**src/rtl/mac9_accum_tree.sv**
```systemverilog
// mac9_accum_tree
//
// Nine-input signed multiply-accumulate reduction for the 3x3 convolution
// datapath. Each valid cycle it sums nine signed 16-bit products, a signed
// 16-bit bias and the previous saturated result scaled by 64. The result is
// scaled down by 64 with an arithmetic floor and then registered, both raw
// (14 bits) and saturated to 13 bits.
//
// The reduction is a carry-save tree. Stage 1 compresses the ten product and
// bias operands down to a sum/carry pair. Stage 2 folds in the feedback term.
// A single carry-propagate adder follows, then saturation and the output
// register.
//
// Configuration macro: MAC_SAT_EN
//   defined   : out_sat saturates to [-4096, +4095].
//   undefined : out_sat is the low 13 bits of sum_raw (wraps). The feedback
//               term then uses the wrapped value.
//
// Ports
//   clk        in   1    rising-edge clock
//   reset      in   1    synchronous, active-low reset
//   in_valid   in   1    qualifies prod/bias/acc_first this cycle
//   acc_first  in   1    first term of a group; feedback forced to zero
//   prod       in   144  nine signed 16-bit products, lane i at [16i+15:16i]
//   bias       in   16   signed bias added once per valid cycle
//   out_valid  out  1    registered in_valid
//   sum_raw    out  14   registered S[19:6], two's complement
//   out_sat    out  13   registered saturated (or wrapped) result, signed

module mac9_accum_tree (
    input  logic         clk,
    input  logic         reset,
    input  logic         in_valid,
    input  logic         acc_first,
    input  logic [143:0] prod,
    input  logic [15:0]  bias,
    output logic         out_valid,
    output logic [13:0]  sum_raw,
    output logic [12:0]  out_sat
);

    // 3:2 compressor helpers. The carry word is shifted left one place. The
    // tree is kept at the full 20-bit width throughout, so every low-order
    // carry survives into the final adder.
    function automatic logic [19:0] csa_sum(input logic [19:0] a,
                                            input logic [19:0] b,
                                            input logic [19:0] c);
        return a ^ b ^ c;
    endfunction

    function automatic logic [19:0] csa_carry(input logic [19:0] a,
                                              input logic [19:0] b,
                                              input logic [19:0] c);
        logic [19:0] maj;
        maj = (a & b) | (a & c) | (b & c);
        return {maj[18:0], 1'b0};
    endfunction

    // Sign-extend the nine product lanes and the bias to the 20-bit tree width.
    logic [19:0] op [0:9];

    always_comb begin
        for (int i = 0; i < 9; i++) begin
            op[i] = {{4{prod[16*i+15]}}, prod[16*i +: 16]};
        end
        op[9] = {{4{bias[15]}}, bias};
    end

    // Stage 1: reduce ten operands to a sum/carry pair (10 -> 7 -> 5 -> 4 -> 3 -> 2).
    logic [19:0] a_s0, a_c0, a_s1, a_c1, a_s2, a_c2;
    logic [19:0] b_s0, b_c0, b_s1, b_c1;
    logic [19:0] c_s0, c_c0;
    logic [19:0] d_s0, d_c0;
    logic [19:0] st1_s, st1_c;

    assign a_s0  = csa_sum  (op[0], op[1], op[2]);
    assign a_c0  = csa_carry(op[0], op[1], op[2]);
    assign a_s1  = csa_sum  (op[3], op[4], op[5]);
    assign a_c1  = csa_carry(op[3], op[4], op[5]);
    assign a_s2  = csa_sum  (op[6], op[7], op[8]);
    assign a_c2  = csa_carry(op[6], op[7], op[8]);

    assign b_s0  = csa_sum  (a_s0, a_c0, a_s1);
    assign b_c0  = csa_carry(a_s0, a_c0, a_s1);
    assign b_s1  = csa_sum  (a_c1, a_s2, a_c2);
    assign b_c1  = csa_carry(a_c1, a_s2, a_c2);

    assign c_s0  = csa_sum  (b_s0, b_c0, b_s1);
    assign c_c0  = csa_carry(b_s0, b_c0, b_s1);

    assign d_s0  = csa_sum  (c_s0, c_c0, b_c1);
    assign d_c0  = csa_carry(c_s0, c_c0, b_c1);

    assign st1_s = csa_sum  (d_s0, d_c0, op[9]);
    assign st1_c = csa_carry(d_s0, d_c0, op[9]);

    // Stage 2: feedback is the registered out_sat, scaled back up by 64. It is
    // zero at the start of a group. After a reset the register is zero, so a
    // non-first cycle that follows a reset accumulates onto zero.
    logic [12:0] feedback;
    logic [19:0] fb_term;
    logic [19:0] st2_s, st2_c;

    assign feedback = acc_first ? 13'd0 : out_sat;
    assign fb_term  = {feedback[12], feedback, 6'd0};
    assign st2_s    = csa_sum  (st1_s, st1_c, fb_term);
    assign st2_c    = csa_carry(st1_s, st1_c, fb_term);

    // Final carry-propagate adder. Scaling discards the six fraction bits.
    // Dropping them from the two's-complement word gives floor division.
    logic [19:0] total;
    logic [13:0] raw_next;
    logic [5:0]  unused_frac;

    assign total       = st2_s + st2_c;
    assign raw_next    = total[19:6];
    assign unused_frac = total[5:0];

    // The top two bits of the raw result show whether it lies outside the
    // 13-bit signed range. 01 means too large and 10 means too small.
    logic [12:0] sat_next;

`ifdef MAC_SAT_EN
    always_comb begin
        case (raw_next[13:12])
            2'b01:   sat_next = 13'h0FFF;
            2'b10:   sat_next = 13'h1000;
            default: sat_next = raw_next[12:0];
        endcase
    end
`else
    assign sat_next = raw_next[12:0];
`endif

    // Output register. The result registers load only on a valid cycle and
    // hold otherwise. out_valid follows in_valid every cycle. Reset takes
    // priority over everything else.
    always_ff @(posedge clk) begin
        if (!reset) begin
            out_valid <= 1'b0;
            sum_raw   <= 14'd0;
            out_sat   <= 13'd0;
        end else begin
            out_valid <= in_valid;
            if (in_valid) begin
                sum_raw <= raw_next;
                out_sat <= sat_next;
            end
        end
    end

endmodule

```
**config.mk**
```make
export PLATFORM = sky130hd
export DESIGN_NAME = mac9_accum_tree
export DESIGN_NICKNAME = d
export VERILOG_FILES = /design/src/rtl/mac9_accum_tree.sv
export SDC_FILE = /design/constraint.sdc
export NUM_CORES = 1
export LEC_CHECK = 0
export CAP_MARGIN = 20
export CORE_AREA = 4 4 199 124
export DETAILED_ROUTE_END_ITERATION = 8
export DIE_AREA = 0 0 203 128
export MAX_ROUTING_LAYER = met4
export PLACE_DENSITY = 0.54
export SLEW_MARGIN = 40
export SYNTH_ARGS = -nofsm -noshare
export SYNTH_HDL_FRONTEND = slang
export SYNTH_SLANG_ARGS = --single-unit
```
**constraint.sdc**
```tcl
create_clock -name clk -period 7.7 [get_ports clk]
set_input_delay 1.155 -clock clk [delete_from_list [all_inputs] [get_ports clk]]
set_output_delay 1.155 -clock clk [all_outputs]
set_load 0.005 [all_outputs]
```
==> results.json, run 1 <==
{
  "via_per_inst": 3.76,
  "worstSetupStartpoint": "prod[55]",
  "hold_viol": 0,
  "syn_nets": 913,
  "met2_usage": 0.151,
  "synth_seq_cells": 15,
  "overflow": 0,
  "period_minus_slack_ns": 6.42,
  "dieWidth_um": 203,
  "synth_xor_area_frac": 0.0113,
  "synth_area_mm2": 0.00542,
  "timing.final.crit_share": 0.834,
  "ant_nets": 0,
  "grt_pass1_wl_mm": 21.6,
  "cts.sinks": 15,
  "rsz0062_at_grt": "no",
  "htreeDepth": 1,
  "post-route-drc-count": 0,
  "path_clk_slew_ns": 0.05,
  "finalSetupViolCount": 0,
  "numCtsBuffers": 3,
  "ff_latch_area_um2": 300,
  "drv_slew": 0,
  "drive_gt1_frac": 0.0186,
  "grt_pass1_vias": 4331,
  "portBuffers": 191,
  "worstPathCellList": "clkdlybuf4s50_1 -> inv_1 -> fa_1 -> inv_1 -> fa_1 -> inv_1 -> fa_1 -> inv_1 -> fa_1 -> inv_1 -> fa_1 -> fa_1 -> inv_1 -> ha_1 -> a21o_1 -> a21o_1 -> a22oi_4 -> o221ai_4 -> a2111o_1 -> o211ai_1",
  "grtUsageTotal": 0.104,
  "clk_path_buf_depth": 2,
  "synth-edff-count": 0,
  "die_h_um": 128,
  "place_congestion": 0.780,
  "areaGrowthSynthToFinish_pct": 41.7,
  "synthDistinctLibCells": 46,
  "cts_tree": "built",
  "path_buf_inv": 7,
  "tns_ns": 0,
  "post_cts_buffers": 0,
  "ctsResizeCount": 0,
  "synth_seq_area_share": 0.0554,
  "timing.slew.headroom": 0.487,
  "routed_wl_mm": 13.1,
  "vias": 4024,
  "max_stage_delay_ns": 0.57,
  "synth_compound_area_frac": 0.0753,
  "hold_path_class": "flop to flop",
  "synth_fa_ha_area_frac": 0.588,
  "antenna_found_initial": 1,
  "dieArea_mm2": 0.0260,
  "fin_skew_ns": 0.00135,
  "use_met3": 0.0195,
  "cp_data_arrival_time_ns": 6.59,
  "crit_path_end": "sum_raw[13]$_SDFFE_PN0P_",
  "cp-end-kind": "flop",
  "use_met1": 0.157,
  "cts_root_buffer": "clkbuf_16",
  "yosys_warnings": 0,
  "routedWlPerCell_um": 12.3,
  "cp_top_family": "adder cells",
  "grt_max_degree": 21,
  "floorplan.initialDensity": 0.238,
  "synthMuxAreaShare": 0.00554,
  "status": "finished clean",
  "io_pins": 192,
  "slowest_stage": "fa_1",
  "core_mm2": 0.0228,
  "r2r-start": "sum_raw[5]$_SDFFE_PN0P_",
  "timing.fmax_mhz": 156,
  "max_slew.worst_pin.slew_ns": 0.768,
  "worstPathMaxFanout": 7,
  "synth_ff_type": "dfxtp_1",
  "row_count": 43,
  "maxCapViolations": 0,
  "top_usage_layer": "met1",
  "clk_latency_ns": 0.25,
  "r2r-end": "sum_raw[12]$_SDFFE_PN0P_",
  "r2r_setup_slack_ns": 4.82,
  "drt_pass1_iterations": 4,
  "ys_async_sr_fraction": 0,
  "synth_top_family_by_area": "adder cells",
  "yosys.area_share.simple": 0.0702,
  "multi_input_area_mm2": 0.00406,
  "ctsHoldBuffers": 0,
  "crit_type": "input port to flop",
  "dp_hpwl_mm": 12.3,
  "cp-start-kind": "input port",
  "avgSynthCellArea_um2": 9.32,
  "synth_cells": 581,
  "path_depth": 20,
  "nFillCells": 2378,
  "nets": 1087,
  "required_ns": 7.87,
  "drtIter0Drc": 115,
  "r2r_cells": 11
}
## kinds of logic (layout without fill, tap and decap cells)
group | count (synthesis) | in the layout
AO/OA/AOI/OAI | 50 | 50
multiplexers | 3 | 3
buffers and inverters | 268 | 441
adder cells (fa/ha/maj) | 168 | 168
flip-flops | 15 | 15
other | 0 | 1
AND/OR/NAND/NOR | 70 | 70
XOR/XNOR | 7 | 7
## registers in the layout, indices dropped and copies added, names as in the netlist
name,flops
sum_raw,14
out_valid,1
## layer usage
layer	vias up	part of all wire	wire length [µm]
li1	1991	-	-
met1	1911	0.50	6600
met2	120	0.42	5560
met3	2	0.071	927
met4	0	0.0030	40
met5	-	0	0
## cell type report
class                      count  area share
clock inverter                 1    0.000652
antenna                        1    0.000326
inverter                     246       0.120
tap                          315      0.0514
timing repair buffer         191       0.249
sequential                    15      0.0391
clock buffer                   3     0.00978
multi-input combinational    298       0.529
## cells in the final DEF (no fill, tap or decap), types with 6 or more instances in the layout
cell	Yosys	layout
a21o_1	6	6
a21oi_1	11	11
clkdlybuf4s50_1	0	191
dfxtp_1	15	15
fa_1	144	144
ha_1	24	24
inv_1	246	246
nand2_1	12	12
nand2b_1	12	12
nand3_1	15	15
nor2_1	11	11
o211ai_1	6	6
xnor2_1	6	6
## worst min-delay path, delay by kind of cell, from the launching register on
kind	cells	cell delay (ns)
flops	1	0.32
simple gates	1	0.07
compound gates	1	0.08
## synth_stat cells, types with 2 or more instances
cell      count  area [µm²]
and4_1        2        17.5
nor2_1       11        41.3
mux2i_1       3        30.0
a311o_1       2        20.0
nand4b_1      3        26.3
a31o_2        2        17.5
nand2b_1     12        75.1
nor3_1        2        10.0
inv_1       246         923
nor3b_1       3        22.5
o211ai_1      6        45.0
nand3_1      15        75.1
o31ai_1       2        15.0
a21oi_1      11        55.1
dfxtp_1      15         300
clkbuf_1      8        30.0
a21o_1        6        45.0
a31oi_1       3        18.8
xnor2_1       6        52.6
buf_4        13        97.6
nand2_1      12        45.0
a2111o_1      2        22.5
a21o_2        2        17.5
ha_1         24         300
nand4_1       2        12.5
fa_1        144        2880
o21ai_0       2        10.0
or3_1         3        18.8
nor4b_1       2        17.5
## per-stage QoR
stage | utilization | cells | setup WS, ns | hold slack, ns | area, µm²
after floorplan | - | 581 | 1.79 | 0.483 | 5420
after global placement | 0.334 | 1065 | 1.05 | 0.500 | 7590
after detailed placement | 0.334 | 1065 | 1.03 | 0.508 | 7590
after CTS | 0.337 | 1069 | 1.26 | 0.522 | 7670
after global routing | 0.337 | 1070 | 1.05 | 0.561 | 7670
final | 0.337 | 1070 | 1.28 | 0.511 | 7670
## worst min-delay path by stage
stage | startpoint | end | slack [ns] | cells after the start
2_1_floorplan | sum_raw[3]$_SDFFE_PN0P_ | sum_raw[3]$_SDFFE_PN0P_ | 0.48 | 2
3_3_place_gp | sum_raw[13]$_SDFFE_PN0P_ | sum_raw[13]$_SDFFE_PN0P_ | 0.50 | 2
3_5_place_dp | sum_raw[13]$_SDFFE_PN0P_ | sum_raw[13]$_SDFFE_PN0P_ | 0.51 | 2
4_1_cts | sum_raw[13]$_SDFFE_PN0P_ | sum_raw[13]$_SDFFE_PN0P_ | 0.52 | 2
5_1_grt | sum_raw[13]$_SDFFE_PN0P_ | sum_raw[13]$_SDFFE_PN0P_ | 0.56 | 2
6_report | sum_raw[13]$_SDFFE_PN0P_ | sum_raw[13]$_SDFFE_PN0P_ | 0.51 | 2
Power of run 1 is not shown: default switching activity piles up to over one toggle a cycle in this logic, so the estimate is an artifact.
==> inputs of run 2 (changes only) <==
PLACE_DENSITY = 0.55   (was 0.54)
clock period = 5.7 ns   (was 7.7 ns; I/O delays follow)
==> results.json, run 2 (same netlist as run 1, synthesis figures left out) <==
{
  "layout_common_cells": "189 x inv_1, 124 x fa_1, 74 x dlygate4sd2_1",
  "path_clk_slew_ns": 0.05,
  "nets": 1136,
  "worstPathCellList": "dlygate4sd2_1 -> fa_1 -> fa_1 -> inv_2 -> fa_1 -> inv_1 -> fa_1 -> inv_1 -> fa_1 -> fa_1 -> inv_2 -> ha_4 -> buf_4 -> nor2_1 -> nor2_4 -> a22oi_4 -> o221ai_4 -> a2111o_1 -> o211ai_1",
  "routedWlPerCell_um": 12.4,
  "tns_ns": 0,
  "max_flop_register": "sum_raw",
  "max_stage_delay_ns": 0.53,
  "cp_data_arrival_time_ns": 5.74,
  "numCtsBuffers": 3,
  "cts.sinks": 15,
  "io_pins": 192,
  "multi_input_area_mm2": 0.00438,
  "nFillCells": 2389,
  "cts_tree": "built",
  "rsz0062_at_grt": "yes",
  "overflow": 0,
  "antenna_found_initial": 2,
  "areaGrowthSynthToFinish_pct": 53.6,
  "place_congestion": 0.780,
  "grt_max_degree": 21,
  "cp-start-kind": "input port",
  "max_slew.worst_pin.slew_ns": 0.778,
  "largestRegisters": "sum_raw (14), out_valid (1)",
  "floorplan.initialDensity": 0.238,
  "largest_reg_flops": 14,
  "finalSetupViolCount": 0,
  "path_depth": 19,
  "grtUsageTotal": 0.111,
  "post-route-drc-count": 0,
  "cp-end-kind": "flop",
  "drtIter0Drc": 93,
  "crit_type": "input port to flop",
  "vias": 4280,
  "hold_viol": 0,
  "slowest_stage": "fa_1",
  "final_common_cell": "inv_1",
  "timing.slew.headroom": 0.480,
  "r2r_cells": 11,
  "whs_ns": 0.513,
  "die_h_um": 128,
  "grt_pass1_vias": 4728,
  "ant_nets": 0,
  "dieWidth_um": 203,
  "drive_gt1_frac": 0.217,
  "portBuffers": 191,
  "timing.fmax_mhz": 180,
  "routed_wl_mm": 13.9,
  "cp_top_family": "adder cells",
  "drt_pass1_iterations": 4,
  "dieArea_mm2": 0.0260,
  "maxCapViolations": 0,
  "path_buf_inv": 6,
  "period_minus_slack_ns": 5.57,
  "dp_hpwl_mm": 12.6,
  "drv_slew": 0,
  "status": "finished clean",
  "required_ns": 5.87,
  "grt_pass1_wl_mm": 23.2,
  "cts_root_buffer": "clkbuf_16",
  "fin_skew_ns": 0.00247,
  "row_count": 43,
  "core_mm2": 0.0228,
  "min_path_cells": 2,
  "cp_common_cell": "fa_1",
  "via_per_inst": 3.82,
  "clk_path_buf_depth": 2,
  "worstPathMaxFanout": 6,
  "ctsHoldBuffers": 0,
  "hold_path_class": "flop to flop",
  "timing.final.crit_share": 0.977,
  "clk_latency_ns": 0.25,
  "htreeDepth": 1,
  "ff_latch_area_um2": 300
}
-- run 2: cell count changes in the layout (fill, tap and decap cells not counted), sizes merged --
cell	delta
buf	+51
clkbuf	+6
clkdlybuf4s15	+12
clkdlybuf4s50	-118
clkinv	-1
diode	+1
dlygate4sd2	+74
dlymetal6s2s	+25
-- run 2: what timing repair did --
action                     in CTS  in global routing
gates resized for setup       174                 89
buffers inserted                7                  5
setup endpoints to repair      13                 12
pin swaps                     114                 92
-- run 2: worst min-delay path, stage by stage (launching register included) --
cell and delay (ns):
dfxtp_1 0.31, nand3_1 0.08, o211ai_1 0.07
-- run 2: final cells by class --
class | instances | share of cell area
Multi-Input combinational cell | 298 | 0.526
Tap cell | 315 | 0.0473
Clock buffer | 4 | 0.00947
Sequential cell | 15 | 0.0361
Antenna cell | 2 | 0.000601
Timing Repair Buffer | 240 | 0.269
Inverter | 246 | 0.111
-- run 2: through the flow --
stage	utilization	setup WS [ns]	area [µm²]	instances
after detailed placement	0.346	-0.558	7870	1102
after global routing	0.366	-0.0175	8320	1120
after global placement	0.346	-0.541	7870	1102
after CTS	0.357	0.00227	8130	1113
after floorplan	-	0.0863	5420	581
final	0.366	0.130	8320	1120
-- run 2: routing by layer --
metal	GRT usage	share of wire	up-vias	wire length (µm)
met5	-	0	-	0
met2	0.174	0.45	119	6300
li1	-	-	2082	-
met3	0.0202	0.065	2	898
met4	0.00838	0.0025	0	34
met1	0.158	0.48	2077	6630
-- run 2: path summary, 6_finish.rpt --
kind                             from                        to  slack [ns]
max reg2reg   sum_raw[1]$_SDFFE_PN0P_  sum_raw[13]$_SDFFE_PN0P_        3.01
min          sum_raw[13]$_SDFFE_PN0P_  sum_raw[13]$_SDFFE_PN0P_        0.51
max                         prod[119]  sum_raw[13]$_SDFFE_PN0P_        0.13
min reg2reg  sum_raw[13]$_SDFFE_PN0P_  sum_raw[13]$_SDFFE_PN0P_        0.51
Power of run 2 is left out for the same reason.
